===== src/rtl/tile_writeback_dma.sv =====
// tile_writeback_dma: AXI4 write-back engine streaming a computed output tile from the on-chip buffer to DDR
// Ports:
//   start/mode/base_addr/row_len/col_len/line_stride/bank_stride/num_banks/is_final/irq_en : per-tile config, latched on start
//   busy/done/irq/err          : status (done 1-cycle pulse, irq registered, err sticky until next start)
//   buf_rd_en/buf_bank/buf_x/buf_y/buf_rdata : output-buffer read port, data one cycle after buf_rd_en
//   m_axi_aw*/m_axi_w*/m_axi_b* : AXI4 write address, data and response channels
// Optional: define WB_PERF_CNT_EN to add perf_stall_cyc and perf_beats counters.
module tile_writeback_dma #(
  parameter int ADDR_W = 32,
  parameter int DATA_W = 128,
  parameter int DIM_W = 16,
  parameter int MAX_BANKS = 4,
  parameter int MAX_BURST = 256,
  parameter int BOUNDARY = 4096,
  parameter int MAX_OUTST = 8,
  localparam int BYTES = DATA_W / 8,
  localparam int BW = MAX_BANKS > 1 ? $clog2(MAX_BANKS) : 1,
  localparam int NBW = $clog2(MAX_BANKS) + 1
) (
  input  logic              clk,
  input  logic              rst,
  input  logic              start,
  input  logic [1:0]        mode,
  input  logic [ADDR_W-1:0] base_addr,
  input  logic [DIM_W-1:0]  row_len,
  input  logic [DIM_W-1:0]  col_len,
  input  logic [DIM_W-1:0]  line_stride,
  input  logic [DIM_W-1:0]  bank_stride,
  input  logic [NBW-1:0]    num_banks,
  input  logic              is_final,
  input  logic              irq_en,
  output logic              busy,
  output logic              done,
  output logic              irq,
  output logic              err,
  output logic              buf_rd_en,
  output logic [BW-1:0]     buf_bank,
  output logic [DIM_W-1:0]  buf_x,
  output logic [DIM_W-1:0]  buf_y,
  input  logic [DATA_W-1:0] buf_rdata,
  output logic              m_axi_awvalid,
  input  logic              m_axi_awready,
  output logic [ADDR_W-1:0] m_axi_awaddr,
  output logic [7:0]        m_axi_awlen,
  output logic              m_axi_wvalid,
  input  logic              m_axi_wready,
  output logic [DATA_W-1:0] m_axi_wdata,
  output logic [BYTES-1:0]  m_axi_wstrb,
  output logic              m_axi_wlast,
  input  logic              m_axi_bvalid,
  output logic              m_axi_bready,
  input  logic [1:0]        m_axi_bresp
`ifdef WB_PERF_CNT_EN
  ,
  output logic [31:0]       perf_stall_cyc,
  output logic [31:0]       perf_beats
`endif
);
  localparam int LW = $clog2(MAX_BURST + 1);
  localparam int OW = $clog2(MAX_OUTST + 1);
  localparam int OFFW = $clog2(BOUNDARY);
  typedef enum logic [2:0] {IDLE, CFG, AW, W, NEXT, DRAIN, DONE} state_t;
  state_t state, state_nx;
  logic [ADDR_W-1:0] base_r, cur_addr, beat_off;
  logic [DIM_W-1:0] rl_r, cl_r, ls_r, bs_r, r_len, c_len, x, y, ra, ca;
  logic [NBW-1:0] nb_r, b;
  logic [1:0] mode_r;
  logic fin_r, ien_r;
  logic [LW-1:0] len, rd_cnt, wr_cnt, blen;
  logic [DATA_W-1:0] mem [2];
  logic rp, wp, inflight;
  logic [1:0] cnt;
  logic [OW-1:0] outst;
  logic [31:0] left, bnd, lmin;
  logic aw_hs, w_hs, b_hs, row_end, last_row, last_bank, fin;
  always_comb begin
    ra = mode_r == 2'd1 ? rl_r >> 1 : mode_r == 2'd2 ? rl_r << 1 : rl_r;
    ca = mode_r == 2'd1 ? cl_r >> 1 : mode_r == 2'd2 ? cl_r << 1 : cl_r;
    beat_off = ADDR_W'(b) * ADDR_W'(bs_r) + ADDR_W'(y) * ADDR_W'(ls_r) + ADDR_W'(x);
    cur_addr = base_r + beat_off * ADDR_W'(BYTES);
    left = 32'(r_len) - 32'(x);
    // beats remaining before the next boundary, so no burst straddles it
    bnd = (32'(BOUNDARY) - 32'(cur_addr[OFFW-1:0])) / 32'(BYTES);
    lmin = left < bnd ? left : bnd;
    blen = LW'(lmin < 32'(MAX_BURST) ? lmin : 32'(MAX_BURST));
    row_end = 32'(x) + 32'(len) >= 32'(r_len);
    last_row = 32'(y) + 32'd1 == 32'(c_len);
    last_bank = 32'(b) + 32'd1 == 32'(nb_r);
    fin = row_end && last_row && last_bank;
    aw_hs = m_axi_awvalid && m_axi_awready;
    w_hs = m_axi_wvalid && m_axi_wready;
    b_hs = m_axi_bvalid && m_axi_bready;
  end
  always_ff @(posedge clk)
    if (rst) state <= IDLE;
    else state <= state_nx;
  always_comb begin
    state_nx = state;
    case (state)
      IDLE:    state_nx = start ? CFG : IDLE;
      CFG:     state_nx = (ra == '0 || ca == '0 || nb_r == '0) ? DONE : AW;
      AW:      state_nx = aw_hs ? W : AW;
      W:       state_nx = (w_hs && m_axi_wlast) ? NEXT : W;
      NEXT:    state_nx = fin ? DRAIN : AW;
      DRAIN:   state_nx = outst == '0 ? DONE : DRAIN;
      DONE:    state_nx = IDLE;
      default: state_nx = IDLE;
    endcase
  end
  always_comb begin
    busy = state != IDLE;
    done = state == DONE;
    m_axi_bready = busy;
    m_axi_awvalid = state == AW && outst != OW'(MAX_OUTST);
    m_axi_awaddr = state == AW ? cur_addr : '0;
    m_axi_awlen = state == AW ? 8'(blen - LW'(1)) : '0;
    m_axi_wvalid = cnt != 2'd0;
    m_axi_wdata = mem[rp];
    m_axi_wlast = m_axi_wvalid && wr_cnt == len - LW'(1);
    m_axi_wstrb = m_axi_wvalid ? '1 : '0;
    // issue a read only if the skid buffer will have room when its data lands
    buf_rd_en = state == W && rd_cnt != len && 3'(cnt) + 3'(inflight) < 3'd2 + 3'(w_hs);
    buf_bank = BW'(b);
    buf_x = x + DIM_W'(rd_cnt);
    buf_y = y;
  end
  always_ff @(posedge clk)
    if (rst) begin
      base_r <= '0;
      rl_r <= '0;
      cl_r <= '0;
      ls_r <= '0;
      bs_r <= '0;
      nb_r <= '0;
      mode_r <= '0;
      fin_r <= 1'b0;
      ien_r <= 1'b0;
      r_len <= '0;
      c_len <= '0;
      x <= '0;
      y <= '0;
      b <= '0;
      len <= '0;
      rd_cnt <= '0;
      wr_cnt <= '0;
      inflight <= 1'b0;
      mem[0] <= '0;
      mem[1] <= '0;
      rp <= 1'b0;
      wp <= 1'b0;
      cnt <= '0;
      outst <= '0;
      err <= 1'b0;
      irq <= 1'b0;
    end else begin
      if (state == IDLE && start) begin
        base_r <= base_addr;
        rl_r <= row_len;
        cl_r <= col_len;
        ls_r <= line_stride;
        bs_r <= bank_stride;
        nb_r <= num_banks;
        mode_r <= mode;
        fin_r <= is_final;
        ien_r <= irq_en;
        err <= 1'b0;
      end
      if (state == CFG) begin
        r_len <= ra;
        c_len <= ca;
        x <= '0;
        y <= '0;
        b <= '0;
      end
      if (aw_hs) begin
        len <= blen;
        rd_cnt <= '0;
        wr_cnt <= '0;
      end
      if (buf_rd_en) rd_cnt <= rd_cnt + LW'(1);
      inflight <= buf_rd_en;
      if (inflight) begin
        mem[wp] <= buf_rdata;
        wp <= ~wp;
      end
      if (w_hs) begin
        rp <= ~rp;
        wr_cnt <= wr_cnt + LW'(1);
      end
      cnt <= cnt + 2'(inflight) - 2'(w_hs);
      if (state == NEXT) begin
        x <= row_end ? '0 : x + DIM_W'(len);
        y <= row_end ? (last_row ? '0 : y + 1'b1) : y;
        b <= (row_end && last_row) ? b + 1'b1 : b;
      end
      outst <= outst + OW'(aw_hs) - OW'(b_hs);
      if (b_hs && m_axi_bresp != 2'b00) err <= 1'b1;
      irq <= done && fin_r && ien_r;
    end
`ifdef WB_PERF_CNT_EN
  always_ff @(posedge clk)
    if (rst || (state == IDLE && start)) begin
      perf_stall_cyc <= '0;
      perf_beats <= '0;
    end else begin
      if (busy && ((m_axi_wvalid && !m_axi_wready) || (m_axi_awvalid && !m_axi_awready)))
        perf_stall_cyc <= perf_stall_cyc + 32'd1;
      if (w_hs) perf_beats <= perf_beats + 32'd1;
    end
`endif
endmodule


===== config.mk =====
export PLATFORM = sky130hd
export DESIGN_NAME = tile_writeback_dma
export DESIGN_NICKNAME = d
export VERILOG_FILES = /design/src/rtl/tile_writeback_dma.sv
export SDC_FILE = /design/constraint.sdc
export NUM_CORES = 2
export LEC_CHECK = 0
export CORE_MARGIN = 5
export CORE_UTILIZATION = 61
export CTS_CLUSTER_SIZE = 30
export DETAILED_ROUTE_END_ITERATION = 10
export HOLD_SLACK_MARGIN = 0.05
export PLACE_DENSITY = 0.87
export SLEW_MARGIN = 5
export SYNTH_ARGS = -nofsm -noshare
export SYNTH_HDL_FRONTEND = slang
export SYNTH_SLANG_ARGS = --single-unit

===== constraint.sdc =====
create_clock -name clk -period 32.5 [get_ports clk]
set_input_delay 4.875 -clock clk [delete_from_list [all_inputs] [get_ports clk]]
set_output_delay 4.875 -clock clk [all_outputs]
set_load 0.01 [all_outputs]

; Word-level counts from Yosys, hierarchy flattened
; Memories as Yosys holds them, arrays and structs flattened. A register that Yosys moved wholly into a read port is not among the register bits.
; Index checks and enable logic that the tools add are counted.
[totals]
reg_bits = 211
ram_bits = 256
in_bits = 239
output_inout_bits = 227
word_cells = 142
n_memories = 1
[mem_list]
columns = name, words, word_bits, rd, rd_clocked_by_memory_dff, wr, line
row1 = mem, 2, 128, 1, 1, 2, 70  ; logic [DATA_W-1:0] mem [2];
[classes]
addsub = 22
n_mul = 2
order_cmp = 4
eq_ne = 15
muxes = 40
bitwise_logic = 2
n_reduce_logical = 31
[op_table]
columns = operator, count
row1 = $mux W16, 11
row2 = $mux W128, 1
row3 = $reduce_or A128 Y1, 1
row4 = $mux W32, 2
row5 = $mux W9, 4
row6 = $add A16 B9 Y16, 2
row7 = $add A32 B32 Y32, 1
row8 = $logic_not A16 Y1, 2
row9 = $lt A32 B28 Y1, 1
row10 = $lt A32 B9 Y1 const B, 1
row11 = $add A19 B28 Y28, 1
row12 = $add A28 B16 Y28, 1
row13 = $mul A16 B16 Y28, 1
row14 = $mul A3 B16 Y19, 1
row15 = $add A9 B1 Y9 const B, 2
row16 = $mux W3, 6
row17 = $pmux W3 S6, 1
row18 = $add A16 B1 Y17 const B, 1
row19 = $add A16 B9 Y17, 1
row20 = $eq A17 B16 Y1, 1
row21 = $ge A17 B16 Y1, 1
row22 = $sub A16 B16 Y17, 1
row23 = $add A16 B1 Y16 const B, 1
row24 = $logic_and A1 B1 Y1, 14
row25 = other kinds (33), 57

; Logic depth before layout (Yosys ltp)
[logic_depth]
ltp_word = 11
depth_mapped = 39
mapped_depth_nobuf = 37

; Least setup slack after synthesis
; No wires, ideal clock.
[synth_path]
path_kind = register -> output
from = register y[6] (netlist: buf_y[6])
to = output m_axi_awlen[4]
t_arrival_ns = 8.698
required_time_ns = 27.625
setup_slack_ns = 18.927
stages_incl_launch_ff = 37
n_path_buf = 2
path_cell_list = dfxtp_1 clkbuf_1 clkbuf_1 nand2_1 fa_1 inv_1 fa_1 inv_1 fa_1 fa_1 inv_1 ha_1 fa_1 inv_1 fa_1 inv_1 ha_1 xnor2_1 ha_1 a2111oi_0 o21ai_0 nand2_1 xnor2_1 xor2_1 ha_1 a21o_1 nand2_1 nand4b_1 a2111oi_2 nand3_1 nor2_4 mux2i_1 ha_1 nand2_1 a211oi_1 nor3_1 a211oi_1
[synth_between]
elab_chain_cells = 11
[synth_lines]
columns = item, line
row1 = from (decl), 65  ; logic [DIM_W-1:0] rl_r, cl_r, ls_r, bs_r, r_len, c_len, x, y, ra, ca;
row2 = from (signal assigned), 193  ; y <= row_end ? (last_row ? '0 : y + 1'b1) : y;
row3 = $mul A16 B16 Y28 (*), 79  ; beat_off = ADDR_W'(b) * ADDR_W'(bs_r) + ADDR_W'(y) * ADDR_W'(ls_r) + ADDR_W'(x);
row4 = $add A19 B28 Y28 (*), 79
row5 = $add A28 B16 Y28 (*), 79
row6 = $add A32 B32 Y32 (*), 80  ; cur_addr = base_r + beat_off * ADDR_W'(BYTES);
row7 = $sub A13 B12 Y14 (*), 83  ; bnd = (32'(BOUNDARY) - 32'(cur_addr[OFFW-1:0])) / 32'(BYTES);
row8 = $lt A32 B28 Y1, 84  ; lmin = left < bnd ? left : bnd;
row9 = $mux W32 (*), 84
row10 = $lt A32 B9 Y1, 85  ; blen = LW'(lmin < 32'(MAX_BURST) ? lmin : 32'(MAX_BURST));
row11 = $mux W9 (*), 85
row12 = $sub A8 B1 Y8 (*), 116  ; m_axi_awlen = state == AW ? 8'(blen - LW'(1)) : '0;
row13 = $mux W8 (*), 116
row14 = to (decl), 44  ; output logic [7:0] m_axi_awlen,
; Every way passes the cells marked *; elsewhere a longest branch is shown, timed or not.

; Worst setup path after layout
[layout_path]
from = register y[4] (netlist: buf_y[4])
to = output m_axi_awlen[4]
; The elaborated chain is that of the path after synthesis.

==> impl_metrics.csv <==
group,metric,value,unit
outcome,status,"finished, final reports clean",
clock_tree,path_clk_slew,0.06,ns
sta,hold_viol_final,0,
critical_path,startpoint_type,"flop",
floorplan,die_w,250.1,µm
drt,wl_met1,37990,µm
pwr,cellLeakagePower,0.01788,µW
placement,place_congestion,0.9550,
floorplan,start_util,61.29,%
synth,yosysSeqAreaShare,33.94,%
layout,layout.nets,4712,
sta,max_freq,64.32,MHz
critical_path,path_delay_family,"adder cells",
clock_tree,cts_tree,"built",
clock_tree,cts-buffers-inserted,50,
clock_tree,clkSinkCount,468,
critical_path,cp.depth,37,
synth,ys.flop_type,"edfxtp_1",
critical_path,crit_buf_inv,5,
synth,syn_nets,4379,
floorplan,dieArea,0.06254,mm²
critical_path,path_common_cell,"ha_1",
critical_path,r2r_cells,32,
synth,synth_area,0.03516,mm²
drt,highest_layer,"met4",
grt,antenna_found_initial,11,
layout,final_cell_mix,"nand2_1, clkdlybuf4s50_1, and2_1",
placement,dp_hpwl,73650,µm
critical_path,critical_path.max_fanout,22,
sta,rsz0062_at_grt,"false",
grt,grt_pass1_wl,154500,µm
critical_path,critPathSlowestCell,"dfxtp_1",
layout,layout_commonest_cell,"nand2_1",
grt,grt_overflow,0,
sta,tns,0,ns
layout,drive_above_1_share,7.159,%
sta,worst_pin_slew,1.167,ns
sta,setup_viol,0,
grt,grt_usage,30.84,%
synth,synth-edff-count,256,
min_path,worstHoldPathCells,2,
pwr,switching_share,33.73,%
pwr,p_comb_share,34.3,%
critical_path,arrival,10.67,ns
drt,vias,28070,
synth,netlist_top_cells_area,"edfxtp_1, fa_1, dfxtp_1",
synth,synth_top_area_cell,"edfxtp_1",
clock_tree,ctsHoldBuffers,0,
layout,final_util,73.00,%
pwr,p_switching,679.5,µW
floorplan,fp-row-count,88,
synth,syn_area_per_cell,9.556,µm²
pwr,seq_power_share,36.2,%
drt,met2_length,49830,µm
critical_path,slowest_delay,0.87,ns
critical_path,crit_type,"reg -> out",
sta,finalCriticalPeriod,15.55,ns
drt,vias_per_cell,5.809,
clock_tree,htree_levels,2,
layout,stdcell_area,0.04187,mm²
pwr,cellPowerDensity,48.11,mW/mm²
grt,grt_max_degree,109,
min_path,hp-class,"reg -> reg",
sta,min_period_over_period,47.84,%
drt,wl,99760,µm
grt,grt_pass1_vias,27760,
clock_tree,cts-root-buf,"clkbuf_16",
job,max_cap_viol_count,0,
sta,drv_slew,0,
pwr,p_int,1335,µW
synth,netlist_instances,3679,
synth,ys_types,92,
drt,avgRoutedWirePerCell,20.65,µm
floorplan,core_region_area,0.05737,mm²
synth,ys_warn_count,0,
floorplan,ioPinCount,466,
pwr,peakVddDrop,0.04355,mV
placement,portBuffers,465,
critical_path,worstPathRequired,27.62,ns
clock_tree,postCtsSetupBuffers,0,
clock_tree,clkLatencyLatePin,0.62,ns
sta,finClkSkew,0.02274,ns
synth,yosysTopAreaCellShare,21.87,%
drt,drc_errors,0,
placement,placed_cell_area,0.04013,mm²
pwr,power.total,2015,µW
synth,async_reset_ff_share,0,%
drt,ant_nets,0,
clock_tree,cts_resized,0,
critical_path,end_kind,"primary output",
drt,dr.pass1.iters,6,
drt,drt_iter0_drc,2288,
synth,ys_ff_latch,468,
clock_tree,cts_buffer_depth,3,
sta,slew_headroom,21.77,%
layout,syn_to_final_growth,19.10,%
drt,wl_met3,7389,µm
floorplan,die_h,250.1,µm
pwr,clockPowerShare,29.5,%
==> worst register-to-register path: cells and delay by family, from the launching register on <==
kind / cells / cell delay [ns]
multiplexers: 1 / 0.34
AND/OR/NAND/NOR: 6 / 1.12
buffers and inverters: 4 / 0.19
adder cells (fa/ha/maj): 10 / 4.07
XOR/XNOR: 3 / 0.63
AO/OA/AOI/OAI: 8 / 1.64
flip-flops: 1 / 0.87
==> cell type report <==
| type | count | area, µm² |
|---|---|---|
| inverters | 356 | 1336 |
| clock buffers | 64 | 1374 |
| repair buffers | 490 | 4843 |
| multi-input cells | 2646 | 21060 |
| well taps | 765 | 957.2 |
| flip-flops and latches | 468 | 11940 |
| fillers | 4029 | 15490 |
| clock inverters | 27 | 327.8 |
| diodes | 16 | 40.04 |
==> power groups by stage <==
stage / clock network (µW) / registers (µW) / logic, µW
floorplan: 0 / 701 / 467
global placement: 0 / 737 / 674
detailed placement: 0 / 740 / 683
CTS: 600 / 728 / 689
global route: 627 / 735 / 742
finish: 594 / 729 / 691
==> Yosys cell counts, types with 15 or more instances <==
cell        n
clkbuf_1  170
nor4_1     16
nor3_1     34
dfxtp_1   212
mux2_2    135
a21oi_1   230
edfxtp_1  256
o211ai_1   20
fa_1      255
nand4_1    21
nor2b_1    19
and3_1     25
xor2_1     53
a22oi_1    15
a211oi_1   28
nand3_1    49
xnor2_1    95
inv_1     353
ha_1      206
or3_1      15
o21a_1     23
nor2_1    153
mux2i_1    41
and2_1    397
buf_4      19
o21ai_0    65
a21o_1     43
nand2_1   509
==> routing by layer <==
metal / track usage, % / vias to the layer above
met5: 0 / -
met1: 38.01 / 13760
met3: 5.648 / 242
li1: - / 12970
met4: 13.07 / 0
met2: 53.57 / 1104
==> sequential cells by signal (all words and copies together) (netlist names), 16 cells and up, named ones only <==
| signal | count |
|---|---|
| cl_r | 16 |
| r_len | 16 |
| c_len | 16 |
| ls_r | 16 |
| x | 16 |
| mem | 256 |
| rl_r | 16 |
| bs_r | 16 |
| buf_y | 16 |
| base_r | 32 |
==> kinds of logic (layout without fill, tap and decap cells) <==
| family | count (synthesis) | in the layout | share of synthesized area (%) |
|---|---|---|---|
| buf+inv | 565 | 937 | 6.281 |
| simple gates | 1309 | 1309 | 18.60 |
| compound gates | 551 | 551 | 10.11 |
| xor+xnor | 148 | 148 | 3.687 |
| flops | 468 | 468 | 33.94 |
| mux | 177 | 177 | 5.534 |
| other cells | 0 | 16 | 0 |
| fa+ha+maj | 461 | 461 | 21.85 |
==> metrics by stage <==
step / setup WS [ns] / hold WS, ns / std cells
2_1_floorplan: 18.93 / 0.4323 / 3679
3_3_place_gp: 17.92 / 0.4394 / 4725
3_5_place_dp: 17.68 / 0.4439 / 4725
4_1_cts: 17.04 / 0.4521 / 4816
5_1_grt: 16.06 / 0.4730 / 4826
6_report: 16.95 / 0.4513 / 4832
==> path summary, 6_finish.rpt <==
path | end | slack [ns] | startpoint
hold / removal | ien_r | 0.45 | ien_r
setup / recovery | m_axi_awlen[4] | 16.95 | buf_y[4]
setup reg to reg | len[8] | 23.59 | buf_y[4]
hold reg to reg | ien_r | 0.45 | ien_r
(Power assumes the default switching activity.)
